--- src/rtl/mips_pkg.sv ---
// Shared encodings for the MIPS pipeline: ALU control codes, funct values,
// ALUOp encodings and bit positions inside the ID/EX control bundles.
package mips_pkg;

    typedef enum logic [3:0] {
        ALU_AND = 4'b0000,
        ALU_OR  = 4'b0001,
        ALU_ADD = 4'b0010,
        ALU_SUB = 4'b0110,
        ALU_SLT = 4'b0111,
        ALU_NOR = 4'b1100,
        ALU_NOP = 4'b1111
    } alu_ctrl_e;

    localparam logic [5:0] FUNCT_ADD = 6'h20;
    localparam logic [5:0] FUNCT_SUB = 6'h22;
    localparam logic [5:0] FUNCT_AND = 6'h24;
    localparam logic [5:0] FUNCT_OR  = 6'h25;
    localparam logic [5:0] FUNCT_NOR = 6'h27;
    localparam logic [5:0] FUNCT_SLT = 6'h2A;

    localparam logic [1:0] ALUOP_ADD   = 2'b00;
    localparam logic [1:0] ALUOP_SUB   = 2'b01;
    localparam logic [1:0] ALUOP_RTYPE = 2'b10;
    localparam logic [1:0] ALUOP_NONE  = 2'b11;

    localparam int WB_REGWRITE  = 1;
    localparam int WB_MEMTOREG  = 0;
    localparam int MEM_BRANCH   = 2;
    localparam int MEM_MEMREAD  = 1;
    localparam int MEM_MEMWRITE = 0;
    localparam int EX_REGDST    = 3;
    localparam int EX_ALUOP_HI  = 2;
    localparam int EX_ALUOP_LO  = 1;
    localparam int EX_ALUSRC    = 0;

    // Anything not recognised (ALUOp 11 or an unknown funct) becomes NOP.
    function automatic alu_ctrl_e alu_control(input logic [1:0] alu_op, input logic [5:0] funct);
        alu_ctrl_e ctrl;
        ctrl = ALU_NOP;
        case (alu_op)
            ALUOP_ADD: ctrl = ALU_ADD;
            ALUOP_SUB: ctrl = ALU_SUB;
            ALUOP_RTYPE: begin
                case (funct)
                    FUNCT_ADD: ctrl = ALU_ADD;
                    FUNCT_SUB: ctrl = ALU_SUB;
                    FUNCT_AND: ctrl = ALU_AND;
                    FUNCT_OR:  ctrl = ALU_OR;
                    FUNCT_NOR: ctrl = ALU_NOR;
                    FUNCT_SLT: ctrl = ALU_SLT;
                    default:   ctrl = ALU_NOP;
                endcase
            end
            default: ctrl = ALU_NOP;
        endcase
        return ctrl;
    endfunction

endpackage

--- src/rtl/alu.sv ---
// Combinational 32-bit ALU; wraps on overflow and reports a zero flag on
// the final result.
module alu
    import mips_pkg::*;
(
    input  logic [31:0] a,
    input  logic [31:0] b,
    input  logic [3:0]  ctrl,
    output logic [31:0] result,
    output logic        zero
);

    always_comb begin
        result = 32'd0;
        case (ctrl)
            ALU_AND: result = a & b;
            ALU_OR:  result = a | b;
            ALU_ADD: result = a + b;
            ALU_SUB: result = a - b;
            ALU_SLT: result = ($signed(a) < $signed(b)) ? 32'd1 : 32'd0;
            ALU_NOR: result = ~(a | b);
            default: result = 32'd0;
        endcase
    end

    assign zero = (result == 32'd0);

endmodule

--- src/rtl/execute.sv ---
// EX stage of the 5-stage MIPS pipeline: ALU control, operand and
// destination muxes, branch-target adder and the EX/MEM pipeline register.
module execute
    import mips_pkg::*;
#(
    parameter int DATA_W = 32,
    parameter int REG_AW = 5
) (
    input  logic              clk,
    input  logic              rst,
    input  logic              stall,
    input  logic              flush,
    input  logic [1:0]        id_ex_wb,
    input  logic [2:0]        id_ex_mem,
    input  logic [3:0]        id_ex_execute,
    input  logic [DATA_W-1:0] id_ex_npc,
    input  logic [DATA_W-1:0] id_ex_readdat1,
    input  logic [DATA_W-1:0] id_ex_readdat2,
    input  logic [DATA_W-1:0] id_ex_sign_ext,
    input  logic [REG_AW-1:0] id_ex_instr_bits_20_16,
    input  logic [REG_AW-1:0] id_ex_instr_bits_15_11,
    output logic [1:0]        ex_mem_wb,
    output logic [2:0]        ex_mem_mem,
    output logic [DATA_W-1:0] ex_mem_add_result,
    output logic              ex_mem_zero,
    output logic [DATA_W-1:0] ex_mem_alu_result,
    output logic [DATA_W-1:0] ex_mem_readdat2,
    output logic [REG_AW-1:0] ex_mem_write_reg
);

    logic [3:0]        alu_ctrl;
    logic [DATA_W-1:0] alu_b;
    logic [DATA_W-1:0] alu_out;
    logic              alu_zero;
    logic [DATA_W-1:0] branch_target;
    logic [REG_AW-1:0] dest_reg;

    assign alu_ctrl = alu_control(id_ex_execute[EX_ALUOP_HI:EX_ALUOP_LO], id_ex_sign_ext[5:0]);
    assign alu_b    = id_ex_execute[EX_ALUSRC] ? id_ex_sign_ext : id_ex_readdat2;
    assign dest_reg = id_ex_execute[EX_REGDST] ? id_ex_instr_bits_15_11 : id_ex_instr_bits_20_16;

    // Word offset: the two top immediate bits fall off the end of the shift.
    assign branch_target = id_ex_npc + {id_ex_sign_ext[DATA_W-3:0], 2'b00};

    alu u_alu (
        .a      (id_ex_readdat1),
        .b      (alu_b),
        .ctrl   (alu_ctrl),
        .result (alu_out),
        .zero   (alu_zero)
    );

    // Flush wins over stall so a bubble can be inserted into a held stage.
    always_ff @(posedge clk or posedge rst) begin
        if (rst) begin
            ex_mem_wb         <= '0;
            ex_mem_mem        <= '0;
            ex_mem_add_result <= '0;
            ex_mem_zero       <= 1'b0;
            ex_mem_alu_result <= '0;
            ex_mem_readdat2   <= '0;
            ex_mem_write_reg  <= '0;
        end else if (flush) begin
            ex_mem_wb         <= '0;
            ex_mem_mem        <= '0;
            ex_mem_add_result <= '0;
            ex_mem_zero       <= 1'b0;
            ex_mem_alu_result <= '0;
            ex_mem_readdat2   <= '0;
            ex_mem_write_reg  <= '0;
        end else if (!stall) begin
            ex_mem_wb         <= id_ex_wb;
            ex_mem_mem        <= id_ex_mem;
            ex_mem_add_result <= branch_target;
            ex_mem_zero       <= alu_zero;
            ex_mem_alu_result <= alu_out;
            ex_mem_readdat2   <= id_ex_readdat2;
            ex_mem_write_reg  <= dest_reg;
        end
    end

endmodule

--- config.mk ---
export PLATFORM = sky130hd
export DESIGN_NAME = execute
export DESIGN_NICKNAME = d
export VERILOG_FILES = /design/src/rtl/mips_pkg.sv /design/src/rtl/alu.sv /design/src/rtl/execute.sv
export SDC_FILE = /design/constraint.sdc
export NUM_CORES = 1
export LEC_CHECK = 0
export BUFFER_PORTS_ARGS = -buffer_cell sky130_fd_sc_hd__buf_2
export CAP_MARGIN = 20
export CORE_MARGIN = 8
export CORE_UTILIZATION = 40
export CTS_CLUSTER_DIAMETER = 40
export CTS_CLUSTER_SIZE = 12
export DETAILED_ROUTE_END_ITERATION = 12
export PLACE_DENSITY = 0.67
export SLEW_MARGIN = 20
export SYNTH_ARGS = -nofsm -noshare
export SYNTH_HDL_FRONTEND = slang
export SYNTH_SLANG_ARGS = --single-unit
--- constraint.sdc ---
create_clock -name clk -period 3.17 [get_ports clk]
set_input_delay 0.1585 -clock clk [delete_from_list [all_inputs] [get_ports clk]]
set_output_delay 0.1585 -clock clk [all_outputs]
set_load 0.05 [all_outputs]
==> results.cfg <==
[layout]
top_regs = ex_mem_add_result x32, ex_mem_alu_result x32, ex_mem_readdat2 x32
fin_nets = 2354
stdcell_area_um2 = 17500
final_cell_mix = 383 x buf_4, 254 x buf_2, 193 x nor2_1
mostFrequentLayoutCell = buf_4
fin_cells = 2456
syn_to_final_growth_pct = 49.4
layout-drive-gt1-share = 0.395
num-fill-cells = 2586

[cts]
cts_buffers = 9
htreeDepth = 3
cts_sinks = 107
cts.path.max_buffers = 2
clock_latency_ns = 0.36
cts_tree = built
clkTransAtPathRegs_ns = 0.08
clockRootBuffer = clkbuf_16

[worst_hold_path]
hold_path_depth = 3
min_to = ex_mem_mem[2]$_DFFE_PP0P_
hp-start = id_ex_mem[2]
holdCritPathClass = in -> reg

[sta]
setup_viol = 7
worst_slew_pin_slew_ns = 0.993
fin_hold_ws_ns = 0.0411
grt_setup_unrepaired = true
tns_ns = -1.53
hold_viol = 0
timing.final.crit_share = 1.13
worst_slack_ns = -0.422
max-slew-margin-rel = 0.338
max_freq_mhz = 278
skew_ns = 0
drv_slew = 0
fin_crit_ns = 3.59

[floorplan]
start_util = 0.407
die_h_um = 187
rows = 62
pin_count = 258
die-area_um2 = 35100
coreArea_um2 = 28800
die_w_um = 187

[logic_synthesis]
synth_seq_cells = 107
synth_area_um2 = 11700
synth_ff_type = dfrtp_1
synthCells = 1476
postSynthAreaPerCell_um2 = 7.94
synth_warnings = 0
netlist-cell-type-count = 79
synthArstFlopShare = 1.00
synth-edff-count = 0
syn_nets = 1766
synth_seq_area_share = 0.228
netlist.area_leader.share = 0.228
yosys-top-cells-area = dfrtp_1 23%, ha_1 15%, mux2i_1 8.0%, nor2_1 6.2%, a21oi_1 5.9%
yosysTopAreaCell = dfrtp_1

[pwr]
p_leak_nw = 8.89
peakVddDrop_v = 0.000306
power_mw = 6.34
pwr_density_cell_nw_per_um2 = 362

[setup_path]
r2r_slack_ns = 2.15
start_kind = input port
cpMostUsedCell = o211ai_1
timing.rr.end = ex_mem_add_result[31]$_DFFE_PP0P_
r2r_cells = 3
crit_chain = buf_12 > buf_6 > mux2i_4 > ha_4 > or4_4 > nor3_2 > o211ai_1 > nor3b_4 > o211ai_1 > nand4_1 > a211oi_2 > o221ai_1 > a32oi_2 > nand3_1 > o31ai_1
worst_setup_path_end_kind = flop
cp_slowest_stage_delay_ns = 0.52
arrival_ns = 3.87
cp_max_fo = 7
crit_slowest_cell = or4_4
rr_startpoint = ex_mem_add_result[31]$_DFFE_PP0P_
path_class = in -> reg
cp.required_ns = 3.44

[status]
status = finished, violations left
violations = setup timing

[placed_design]
dp.cells = 2422
placed_cell_area_um2 = 16300
gp_congestion = 0.991
port_buffers = 257
hpwl_mm = 41.3

[grt]
antenna_found_initial = 4
grt_max_degree = 90
grt_pass1_vias = 14116
track_usage = 0.279
gr-total-overflow = 0
grt_pass1_wl_mm = 78.7

[route]
dr.pass1.iters = 6
first_iter_violations = 1259
via_count = 14026
ant_nets = 0
avgViaCountPerCell = 5.71
avgRoutedWirePerCell_um = 20.8
totalWireLength_mm = 51.1
drc = 0

[run]
drv_cap = 0
## power breakdown
| group | leakage, nW | internal, mW | switching [mW] | total (mW) |
|---|---|---|---|---|
| clock network | 0.166 | 0.739 | 0.533 | 1.27 |
| registers | 1.43 | 1.47 | 0.0592 | 1.53 |
| logic | 7.30 | 1.53 | 2.01 | 3.54 |
## final cells by class
type | instances | area (um^2) | area share
sequential | 107 | 2680 | 0.153
timing repair buffer | 656 | 4450 | 0.254
clock buffer | 11 | 253 | 0.0144
clock inverter | 5 | 82.6 | 0.00471
tap | 384 | 480 | 0.0274
multi-input combinational | 1185 | 9180 | 0.524
inverter | 105 | 397 | 0.0226
antenna | 3 | 7.51 | 0.000429
## Yosys cell counts, types with 11 or more instances
| library cell | count |
|---|---|
| nor2_1 | 195 |
| a21oi_1 | 139 |
| ha_1 | 136 |
| dfrtp_1 | 107 |
| inv_1 | 104 |
| nand2_1 | 100 |
| mux2i_1 | 94 |
| clkbuf_1 | 56 |
| o21ai_0 | 44 |
| nor3_1 | 35 |
| xnor2_1 | 34 |
| a211oi_1 | 28 |
| a221oi_1 | 26 |
| a21o_1 | 24 |
| nand2b_1 | 21 |
| o31ai_1 | 19 |
| nor4_1 | 17 |
| o21bai_1 | 16 |
| nand3_1 | 15 |
| nor2b_1 | 15 |
| and3_1 | 12 |
| buf_1 | 12 |
| a221o_1 | 11 |
| a31oi_1 | 11 |
| or3_1 | 11 |
| xor2_1 | 11 |
## how the worst max path moves through the flow
| stage | startpoint | to | slack (ns) | cells after the start |
|---|---|---|---|---|
| 2_1_floorplan | id_ex_execute[0] | ex_mem_zero$_DFFE_PP0P_ | -0.20 | 16 |
| 3_3_place_gp | id_ex_execute[0] | ex_mem_zero$_DFFE_PP0P_ | -0.82 | 18 |
| 3_5_place_dp | id_ex_execute[0] | ex_mem_zero$_DFFE_PP0P_ | -0.93 | 18 |
| 4_1_cts | id_ex_execute[0] | ex_mem_zero$_DFFE_PP0P_ | -0.17 | 18 |
| 5_1_grt | id_ex_execute[0] | ex_mem_alu_result[31]$_DFFE_PP0P_ | -0.43 | 16 |
| 6_report | id_ex_execute[0] | ex_mem_zero$_DFFE_PP0P_ | -0.42 | 15 |
## what timing repair did
action                                  4_1_cts  5_1_grt
endpoints found under the hold margin        59        0
setup buffers                                11        7
hold buffers                                  1        0
gates resized for setup                      81       73
pin swaps                                    37       36
endpoints found under the setup margin       21       23
## worst max-delay path, delay by kind of cell
| kind | cells | cell delay (ns) |
|---|---|---|
| muxes | 1 | 0.35 |
| AOI/OAI and AO/OA | 6 | 1.56 |
| and+or+nand+nor | 5 | 1.28 |
| buffers and inverters | 2 | 0.23 |
| adders and majority gates | 1 | 0.26 |
## metrics by stage
step | utilization | setup WS, ns
finish | 0.609 | -0.422
global route | 0.609 | -0.434
CTS | 0.595 | -0.172
detailed placement | 0.568 | -0.930
global placement | 0.568 | -0.821
floorplan | - | -0.196
## routing by layer
| layer | track usage | routed length, um | vias to the layer above |
|---|---|---|---|
| li1 | - | - | 6544 |
| met1 | 0.330 | 20600 | 6734 |
| met2 | 0.477 | 24300 | 578 |
| met3 | 0.0488 | 3130 | 168 |
| met4 | 0.146 | 3070 | 2 |
| met5 | 0 | 10 | - |
## cell families (layout without fill, tap and decap cells)
kind of cell,count (synthesis),count (layout),share of synthesized area
compound gates,431,431,0.253
xor+xnor,45,45,0.0336
fa+ha+maj,139,139,0.150
buf+inv,184,777,0.0616
flops,107,107,0.228
mux,96,96,0.0822
other cells,0,3,0
simple gates,474,474,0.191
(Power assumes the default switching activity.)
